## config.mk

```make
export PLATFORM = sky130hd
export DESIGN_NAME = tx_link_seq
export DESIGN_NICKNAME = d
export VERILOG_FILES = /design/src/rtl/tx_link_seq_pkg.sv /design/src/rtl/tx_err_sched.sv /design/src/rtl/tx_link_seq.sv
export SDC_FILE = /design/constraint.sdc
export NUM_CORES = 1
export LEC_CHECK = 0
export ABC_AREA = 1
export CAP_MARGIN = 20
export CORE_ASPECT_RATIO = 2
export CORE_MARGIN = 5
export CORE_UTILIZATION = 40
export DETAILED_ROUTE_END_ITERATION = 7
export GPL_ROUTABILITY_DRIVEN = 0
export GPL_TIMING_DRIVEN = 1
export PLACE_DENSITY = 0.77
export SYNTH_ARGS = -nofsm -noshare
export SYNTH_HDL_FRONTEND = slang
export SYNTH_HIERARCHICAL = 1
export SYNTH_SLANG_ARGS = --single-unit
```

## constraint.sdc

```tcl
create_clock -name clk -period 2.3 [get_ports clk]
set_input_delay 0.46 -clock clk [delete_from_list [all_inputs] [get_ports clk]]
set_output_delay 0.46 -clock clk [all_outputs]
set_load 0.02 [all_outputs]
```

## src/rtl/tx_link_seq_pkg.sv

```systemverilog
// rtl/tx_link_seq_pkg.sv - state encoding and timing defaults for the TX link bring-up sequencer
package tx_link_seq_pkg;

  typedef enum logic [2:0] {
    ST_IDLE     = 3'd0,
    ST_ASSERT   = 3'd1,
    ST_MUX_REL  = 3'd2,
    ST_PRBS_REL = 3'd3,
    ST_RUN      = 3'd4
  } state_t;

  localparam int RST_CYC_DEF    = 8;
  localparam int MUX_SETTLE_DEF = 4;
  localparam int FLUSH_CYC_DEF  = 16;
  localparam int ERR_W_DEF      = 16;

  // Dwell timer only ever counts up to the longest dwell minus one.
  function automatic int tmr_width(input int a, input int b, input int c);
    int m;
    m = a;
    if (b > m) m = b;
    if (c > m) m = c;
    return (m < 1) ? 1 : $clog2(m + 1);
  endfunction

endpackage

```

## src/rtl/tx_err_sched.sv

```systemverilog
// rtl/tx_err_sched.sv - periodic single-cycle error injection timer for the RUN state
// err_cnt counter exists only when TX_LINK_SEQ_ERR_CNT_EN is defined; otherwise tied to zero.
module tx_err_sched
  import tx_link_seq_pkg::*;
#(
  parameter int ERR_W = ERR_W_DEF
) (
  input  logic             clk,
  input  logic             rst_n,
  input  logic             run,
  input  logic             clr,
  input  logic             err_en,
  input  logic [ERR_W-1:0] err_period,
  output logic             inj_err,
  output logic [ERR_W-1:0] err_cnt
);

  logic [ERR_W-1:0] cnt;
  logic [ERR_W:0]   cnt_inc;
  logic             active;
  logic             hit;

  assign active  = run & err_en & (err_period != '0);
  assign cnt_inc = {1'b0, cnt} + {{ERR_W{1'b0}}, 1'b1};
  // Compare as >= so a period lowered below the running count fires at once.
  assign hit     = cnt_inc >= {1'b0, err_period};

  always_ff @(posedge clk) begin
    if (!rst_n) begin
      cnt     <= '0;
      inj_err <= 1'b0;
    end else if (!active) begin
      cnt     <= '0;
      inj_err <= 1'b0;
    end else if (hit) begin
      cnt     <= '0;
      inj_err <= 1'b1;
    end else begin
      cnt     <= cnt_inc[ERR_W-1:0];
      inj_err <= 1'b0;
    end
  end

`ifdef TX_LINK_SEQ_ERR_CNT_EN
  always_ff @(posedge clk) begin
    if (!rst_n) begin
      err_cnt <= '0;
    end else if (clr) begin
      err_cnt <= '0;
    end else if (active && hit && (err_cnt != '1)) begin
      err_cnt <= err_cnt + {{(ERR_W-1){1'b0}}, 1'b1};
    end
  end
`else
  logic unused_clr;
  assign unused_clr = clr;
  assign err_cnt    = '0;
`endif

endmodule

```

## src/rtl/tx_link_seq.sv

```systemverilog
// rtl/tx_link_seq.sv - TX serializer bring-up sequencer: mux/PRBS reset release, clock-enable, error injection
// Optional err_cnt counter is enabled with TX_LINK_SEQ_ERR_CNT_EN.
module tx_link_seq
  import tx_link_seq_pkg::*;
#(
  parameter int RST_CYC    = RST_CYC_DEF,
  parameter int MUX_SETTLE = MUX_SETTLE_DEF,
  parameter int FLUSH_CYC  = FLUSH_CYC_DEF,
  parameter int ERR_W      = ERR_W_DEF
) (
  input  logic             clk,
  input  logic             rst_n,
  input  logic             start,
  input  logic             stop,
  input  logic             err_en,
  input  logic [ERR_W-1:0] err_period,
  output logic             mux_rst,
  output logic             prbs_rst,
  output logic             prbs_cke,
  output logic             inj_err,
  output logic             busy,
  output logic             link_up,
  output logic [2:0]       state_o,
  output logic [ERR_W-1:0] err_cnt
);

  localparam int TMR_W = tmr_width(RST_CYC, MUX_SETTLE, FLUSH_CYC);

  state_t           state, state_nx;
  logic [TMR_W-1:0] tmr, tmr_nx;
  logic             run;
  logic             clr;

  always_comb begin
    state_nx = state;
    tmr_nx   = tmr + {{(TMR_W-1){1'b0}}, 1'b1};
    case (state)
      ST_IDLE: begin
        tmr_nx = '0;
        if (start) state_nx = ST_ASSERT;
      end
      ST_ASSERT: begin
        if (tmr == TMR_W'(RST_CYC - 1)) begin
          state_nx = ST_MUX_REL;
          tmr_nx   = '0;
        end
      end
      ST_MUX_REL: begin
        if (tmr == TMR_W'(MUX_SETTLE - 1)) begin
          state_nx = ST_PRBS_REL;
          tmr_nx   = '0;
        end
      end
      ST_PRBS_REL: begin
        if (tmr == TMR_W'(FLUSH_CYC - 1)) begin
          state_nx = ST_RUN;
          tmr_nx   = '0;
        end
      end
      ST_RUN: tmr_nx = '0;
      default: begin
        state_nx = ST_IDLE;
        tmr_nx   = '0;
      end
    endcase
    // Abort wins over everything, including a simultaneous start.
    if (stop) begin
      state_nx = ST_IDLE;
      tmr_nx   = '0;
    end
  end

  // Outputs are registered from the next state so they change on the same edge as state.
  always_ff @(posedge clk) begin
    if (!rst_n) begin
      state    <= ST_IDLE;
      tmr      <= '0;
      mux_rst  <= 1'b1;
      prbs_rst <= 1'b1;
      prbs_cke <= 1'b0;
      busy     <= 1'b0;
      link_up  <= 1'b0;
    end else begin
      state    <= state_nx;
      tmr      <= tmr_nx;
      mux_rst  <= (state_nx == ST_IDLE) || (state_nx == ST_ASSERT);
      prbs_rst <= (state_nx == ST_IDLE) || (state_nx == ST_ASSERT) || (state_nx == ST_MUX_REL);
      prbs_cke <= (state_nx == ST_PRBS_REL) || (state_nx == ST_RUN);
      busy     <= (state_nx != ST_IDLE);
      link_up  <= (state_nx == ST_RUN);
    end
  end

  assign state_o = state;
  // Timer runs only while staying in RUN; entry starts from zero and exit clears on the same edge.
  assign run     = (state == ST_RUN) && (state_nx == ST_RUN);
  assign clr     = (state == ST_IDLE) && (state_nx == ST_ASSERT);

  tx_err_sched #(.ERR_W(ERR_W)) u_err_sched (
    .clk        (clk),
    .rst_n      (rst_n),
    .run        (run),
    .clr        (clr),
    .err_en     (err_en),
    .err_period (err_period),
    .inj_err    (inj_err),
    .err_cnt    (err_cnt)
  );

endmodule
```

* Yosys cells after proc, flatten, opt, wreduce, memory -nomap -nowiden
Index checks and enable logic that the tools add are counted.
Storage, ports and cells: bits of input ports 21, output and inout port bits 25, register bits 30
Operators by class: magnitude comparators 1, reduce and logical (&&, ||, !) cells 11, equality and inequality tests 11, add/sub/neg operators 2, multiplexer cells 11, bitwise gates (word level) 4
Operators by type and width (count):
- 16-bit by 1-bit adder with 17-bit output (second input constant) | 1
- 17-bit by 16-bit >= comparator with 1-bit output | 1
- 16-bit nonzero test | 1
- 3-bit 2-to-1 mux | 5
- 5-bit 2-to-1 mux | 3
- 3-bit case mux with 5 select lines | 1
- 5-bit case mux with 3 select lines | 1
- 3-bit by 2-bit equality test with 1-bit output (second input constant) | 4
- 3-bit by 1-bit equality test with 1-bit output (second input constant) | 2
- 3-bit equality test (second input constant) | 2
- 3-bit zero test | 2
- 5-bit by 1-bit adder with 5-bit output (second input constant) | 1
- 5-bit by 2-bit equality test with 1-bit output (second input constant) | 1
- 5-bit by 3-bit equality test with 1-bit output (second input constant) | 1
- 5-bit by 4-bit equality test with 1-bit output (second input constant) | 1
- 1-bit logical OR | 3
- 3-bit nonzero test | 1
- 3-bit OR reduction | 1
- 1-bit AND | 2
- 1-bit NOT | 2
- 2-bit AND reduction | 1
- 2-bit OR reduction | 1
- 1-bit logical AND | 1
- 1-bit 2-to-1 mux | 1

* Depth between registers and ports, before layout
Gate-level depths: netlist (run 1).
depth after elaboration 10, mapped depth 17, mapped depth without buffers 17

* Modules after synthesis
Netlist (run 1), hierarchy kept.
By module, submodules not included:
- tx_err_sched | times used 1, area each 1496.4 um^2, cells each 219
- tx_link_seq | times used 1, area each 625.6 um^2, cells each 91

* Worst setup path after synthesis (run 1)
OpenSTA, ideal clock, no wires.
path type register to register, start reg u_err_sched.cnt[0], end reg u_err_sched.cnt[9], slack -0.202 ns, period minus slack after synthesis 2.502 ns, stages on the path, launching flop included 18, data arrival time 2.380 ns, cell sequence dfxtp_1 > ha_1 > nand2_1 > nor2_4 > nand2_4 > nor3_2 > nand2_1 > xor2_1 > inv_1 > ha_1 > nand2_1 > nor2_1 > nand2_1 > o21ai_0 > nand2_1 > nand4_4 > buf_6 > nor2_2
Between the ends: longest elaborated chain between the ends 3
Ends and longest elaborated chain:
- from (decl) | RTL line tx_err_sched.sv:18 | logic [ERR_W-1:0] cnt;
- from (signal assigned) | RTL line tx_err_sched.sv:39 | cnt <= cnt_inc[ERR_W-1:0];
- 16-bit by 1-bit adder with 17-bit output | RTL line tx_err_sched.sv:24 | assign cnt_inc = {1'b0, cnt} + {{ERR_W{1'b0}}, 1'b1};
- net u_err_sched.cnt_inc[14] | RTL line tx_err_sched.sv:19 | logic [ERR_W:0] cnt_inc;
- 17-bit by 16-bit >= comparator with 1-bit output | RTL line tx_err_sched.sv:26 | assign hit = cnt_inc >= {1'b0, err_period};
- 3-bit OR reduction (no source line)
The timed path passes the listed nets, and every way through them passes these cells. A chain may end at the register's enable or synchronous reset.

* Final worst setup path (run 1)
start reg u_err_sched.cnt[1], end reg u_err_sched.cnt[4]
The elaborated chain is that of the path after synthesis.

==> impl_metrics.json, run 1 <==
{
  "setup-tns-final_ns": -5.56,
  "final_hold_viol_count": 0,
  "num-fill-cells": 455,
  "worst_setup_path_end_kind": "flop",
  "viasPerCell": 4.66,
  "vdd_drop_max_mv": 0.469,
  "ant_nets": 0,
  "coreArea_um2": 5140,
  "h-tree-depth": 2,
  "insertion_delay_ns": 0.28,
  "wl_per_cell_um": 12.5,
  "die_y_um": 113,
  "diodes": 0,
  "synth_area_um2": 2110,
  "start_util_pct": 41.1,
  "yosysWarnings": 6,
  "dpl_cell_area_um2": 2680,
  "hp-class": "reg -> reg",
  "first_global_vias": 2113,
  "final_max_slew_viol_count": 0,
  "violations": "negative setup slack",
  "fin_ws_ns": -0.348,
  "grt_pass1_wl_mm": 8.55,
  "cp_common_cell": "nand2_4",
  "place_ws_ns": -0.411,
  "grt_max_degree": 11,
  "layout.nets": 427,
  "drt_iter0_drc": 70,
  "status": "finished with violations",
  "max_cap_violations": 0,
  "startpoint_type": "flop",
  "syn-instance-count": 308,
  "track_usage_pct": 16.2,
  "final_cell_mix": "inv_1, nand2_1, buf_4",
  "cts_made_buffers": 5,
  "fin_hold_ws_ns": 0.448,
  "setup_violations": 17,
  "crit_type": "reg -> reg",
  "drt_pass1_iterations": 4,
  "antenna_found_initial": 0,
  "max_stage_delay_ns": 0.35,
  "die_w_um": 61.4,
  "num_vias": 2073,
  "finalWirelength_mm": 5.58,
  "cts_sinks": 30,
  "final_area_um2": 3060,
  "power_density_nw_per_um2": 359,
  "path_max_fanout": 8,
  "timing.clock.skew_ns": 0.0100,
  "hpwlAfterDp_mm": 4.00,
  "layout_commonest_cell": "inv_1",
  "overflow": 0,
  "root_buffer": "clkbuf_8",
  "drive_gt1_share_pct": 28.4,
  "rows": 37,
  "cp_cell_sequence": "buf_6, ha_4, nand2_4, nor2_4, nand2_4, nor3_4, nand2_2, xor2_2, inv_2, ha_4, nand2_4, nor2_1, nand2_1, nor2_2, nand2_2, nand4_4, buf_12, nor2_1",
  "synth.avg_cell_area_um2": 6.87,
  "slowest_stage": "dfxtp_2",
  "area.growth.synth_to_final_pct": 44.8,
  "grt_setup_unrepaired": "yes",
  "io_buffer_count": 29,
  "timing.final.crit_share_pct": 115,
  "leakage_nw": 1.57,
  "clkTransAtPathRegs_ns": 0.07,
  "cts_buffer_depth": 2,
  "cp.required_ns": 2.46,
  "dieArea_um2": 6930,
  "route.detailed.drc": 0,
  "cts_tree": "yes",
  "io_pins": 46,
  "period_minus_slack_ns": 2.65,
  "timing.fmax_mhz": 378,
  "worstPathArrival_ns": 2.81,
  "holdBufCountCts": 0
}
[state kept, by name, summed over array words and instances, names as in the netlist]
name	count
prbs_rst	1
state_o	3
busy	1
u_err_sched/inj_err	1
tmr	5
u_err_sched/cnt	16
link_up	1
mux_rst	1
prbs_cke	1
[stage by stage]
stage	total power, mW	util [%]	instances
2_1_floorplan	0.625	-	323
3_3_place_gp	0.659	52.2	426
3_5_place_dp	0.661	52.2	426
4_1_cts	1.11	57.1	443
5_1_grt	1.15	59.6	445
6_report	1.10	59.6	445
[repair_timing]
| item | in CTS | in global routing |
|---|---|---|
| buffers inserted | 8 | 2 |
| hold endpoints to repair | 0 | 0 |
| resized for setup | 13 | 25 |
| gates cloned | 1 | 0 |
| pin swaps | 5 | 3 |
| endpoints found under the setup margin | 17 | 17 |
[worst paths after layout]
kind / start / to / slack, ns / cells after the start
worst max-delay path: u_err_sched/cnt[1] / u_err_sched/cnt[4] / -0.35 / 18
worst min-delay path: tmr[0] / tmr[0] / 0.45 / 1
worst max register to register: u_err_sched/cnt[1] / u_err_sched/cnt[4] / -0.35 / 18
worst min register to register: tmr[0] / tmr[0] / 0.45 / 1
[critical path: cells and delay by family (launching register included)]
kind / cells / cell delay (ns)
adder cells (fa/ha/maj): 2 / 0.41
XOR/XNOR: 1 / 0.18
flip-flops: 1 / 0.35
AND/OR/NAND/NOR: 12 / 1.25
buffers and inverters: 3 / 0.32
[final cells by class]
type / instances / area (um^2) / share of cell area [%]
timing repair buffer: 73 / 654 / 21.4
inverter: 71 / 267 / 8.70
multi-input combinational: 205 / 1370 / 44.7
tap: 58 / 72.6 / 2.37
clock buffer: 6 / 82.6 / 2.70
clock inverter: 2 / 12.5 / 0.409
sequential: 30 / 606 / 19.8
[report_power, final]
group,leakage (nW),internal [mW],switching [mW]
logic,1.28,0.0587,0.0767
registers,0.243,0.521,0.00237
clock network,0.0472,0.240,0.200
total,1.57,0.820,0.279
[routing by layer]
layer,up-vias,part of all wire [%],global-route usage [%]
met5,-,0,0
met4,0,5.7,9.49
met3,28,4.3,2.40
met2,55,58,31.3
met1,948,32,14.5
li1,1042,-,-
Power figures use the tool's default switching activity.
==> run 2, diff against run 1 <==
- CAP_MARGIN: 20 -> default
==> results of run 2 <==
Same layout as run 1: the final DEF is identical, and so are final timing and power.
==> run 3, diff against run 2 <==
--- a/config.mk
+++ b/config.mk
@@ -6,7 +6,7 @@
 export NUM_CORES = 1
 export LEC_CHECK = 0
-export ABC_AREA = 1
+export ABC_AREA = 0
 export CORE_ASPECT_RATIO = 2
-export CORE_MARGIN = 5
+export CORE_MARGIN = 2
 export CORE_UTILIZATION = 40
 export DETAILED_ROUTE_END_ITERATION = 7
==> constraint.sdc (replaced) <==
create_clock -name clk -period 2.3 [get_ports clk]
set_input_delay 0.23 -clock clk [delete_from_list [all_inputs] [get_ports clk]]
set_output_delay 0.23 -clock clk [all_outputs]
set_load 0.02 [all_outputs]
==> impl_metrics.json, run 3 <==
{
  "period_minus_slack_ns": 2.52,
  "fin_hold_ws_ns": 0.445,
  "ant_nets": 0,
  "fin_ws_ns": -0.217,
  "clkTransAtPathRegs_ns": 0.06,
  "timing.final.crit_share_pct": 109,
  "reg2reg_to": "u_err_sched/cnt[6]",
  "final_max_slew_viol_count": 0,
  "relSlewSlack_pct": 62.2,
  "rows": 36,
  "insertion_delay_ns": 0.27,
  "final_cell_mix": "clkdlybuf4s50_1, inv_1, dfxtp_1, buf_4, ha_1",
  "overflow": 0,
  "h-tree-depth": 2,
  "cts_sinks": 30,
  "synth.avg_cell_area_um2": 8.87,
  "setup-tns-final_ns": -3.38,
  "final_hold_viol_count": 0,
  "grt_setup_unrepaired": "yes",
  "finalNonFillerCells": 344,
  "largest_register": "u_err_sched/cnt",
  "cts_buffer_depth": 2,
  "viasPerCell": 5.11,
  "synth_area_um2": 2030,
  "cts_tree": "yes",
  "finalWirelength_mm": 4.59,
  "crit_end": "u_err_sched/cnt[6]",
  "route.detailed.drc": 0,
  "rrSetupSlack_ns": -0.22,
  "setup_violations": 17,
  "antenna_found_initial": 0,
  "place_ws_ns": -0.210,
  "startpoint_type": "flop",
  "io_buffer_count": 29,
  "timing.fmax_mhz": 397,
  "largest_register_ffs": 16,
  "first_global_vias": 1652,
  "root_buffer": "clkbuf_8",
  "syn-instance-count": 229,
  "drive_gt1_share_pct": 25.1,
  "reg2regPathDepth": 11,
  "dieArea_um2": 5700,
  "power_mw": 1.03,
  "status": "finished with violations",
  "io_pins": 46,
  "die_y_um": 105,
  "timing.clock.skew_ns": 0.00629,
  "yosysWarnings": 6,
  "hpwlAfterDp_mm": 3.64,
  "area.growth.synth_to_final_pct": 33.4,
  "hp-class": "reg -> reg",
  "coreArea_um2": 4860,
  "violations": "negative setup slack",
  "cp.required_ns": 2.51,
  "start_util_pct": 41.8,
  "tightestPinTransition_ns": 0.559,
  "worstPathArrival_ns": 2.73,
  "path_max_fanout": 16,
  "drt_iter0_drc": 41,
  "leakage_nw": 1.19,
  "layout_commonest_cell": "clkdlybuf4s50_1",
  "cts_made_buffers": 5,
  "max_cap_violations": 0,
  "crit_type": "reg -> reg",
  "die_w_um": 54.4,
  "dpl.cell_count": 331,
  "grt_pass1_wl_mm": 7.02,
  "startpoint": "u_err_sched/cnt[3]",
  "num_vias": 1757,
  "vdd_drop_max_mv": 0.406,
  "worst_setup_path_end_kind": "flop",
  "layout.nets": 327,
  "track_usage_pct": 16.6,
  "power_density_nw_per_um2": 379,
  "wl_per_cell_um": 13.3,
  "diodes": 0,
  "drt_pass1_iterations": 4,
  "rr_startpoint": "u_err_sched/cnt[3]",
  "grt_max_degree": 17
}
[run 3: changes by cell type in the layout (fill, tap and decap cells not counted), moves of 9 or more]
cell	delta
buf_4	-15
inv_1	-41
nand2_1	-45
nand3_1	-9
nor2_1	-20
nor2_2	-11
nor2_4	-12
nor2b_2	+9
[run 3: power breakdown]
group	total, mW	switching (mW)	internal [mW]
Sequential	0.522	0.00144	0.521
Combinational	0.114	0.0638	0.0504
Clock	0.393	0.178	0.214
Total	1.03	0.244	0.785
[run 3: stage by stage]
step	util, %	area [um^2]
final	55.7	2710
after global routing	55.7	2710
after CTS	54.4	2650
after detailed placement	51.8	2520
after global placement	51.8	2520
after floorplan	-	2160
[run 3: cell type report]
class	count	area, um^2
Clock buffer	8	80.1
Fill cell	446	2150
Inverter	26	97.6
Multi-Input combinational cell	167	1350
Sequential cell	30	608
Tap cell	57	71.3
Timing Repair Buffer	56	505
[run 3: layer usage]
layer  vias up  wire length, um  global-route usage [%]
met4         0               96                    7.14
met3        10              186                    2.57
li1        873                -                       -
met2        47             2700                    31.9
met1       827             1610                    15.6
met5         -                0                       0
[run 3: worst max-delay path: stages, from the launching register on]
cell,delay [ns]
dfxtp_2,0.33
and4_4,0.26
nand4_4,0.18
nor3_4,0.26
xnor2_2,0.09
ha_1,0.34
a21o_1,0.18
a21oi_1,0.15
o41a_1,0.25
nand4b_4,0.13
buf_12,0.17
nor2b_1,0.11
[run 3: worst min path at each step]
stage          startpoint  slack [ns]  cells past startpoint                   to
3_3_place_gp       tmr[0]        0.43                      1               tmr[0]
3_5_place_dp       tmr[0]        0.44                      1               tmr[0]
2_1_floorplan      err_en        0.39                      2  u_err_sched/inj_err
5_1_grt            tmr[0]        0.49                      1               tmr[0]
6_report           tmr[0]        0.44                      1               tmr[0]
4_1_cts            tmr[0]        0.45                      1               tmr[0]
[run 3: repair_timing]
action	CTS	global route
resized for setup	8	7
hold buffers	0	0
pin swaps	5	7
setup buffers	1	4
endpoints found under the setup margin	17	17
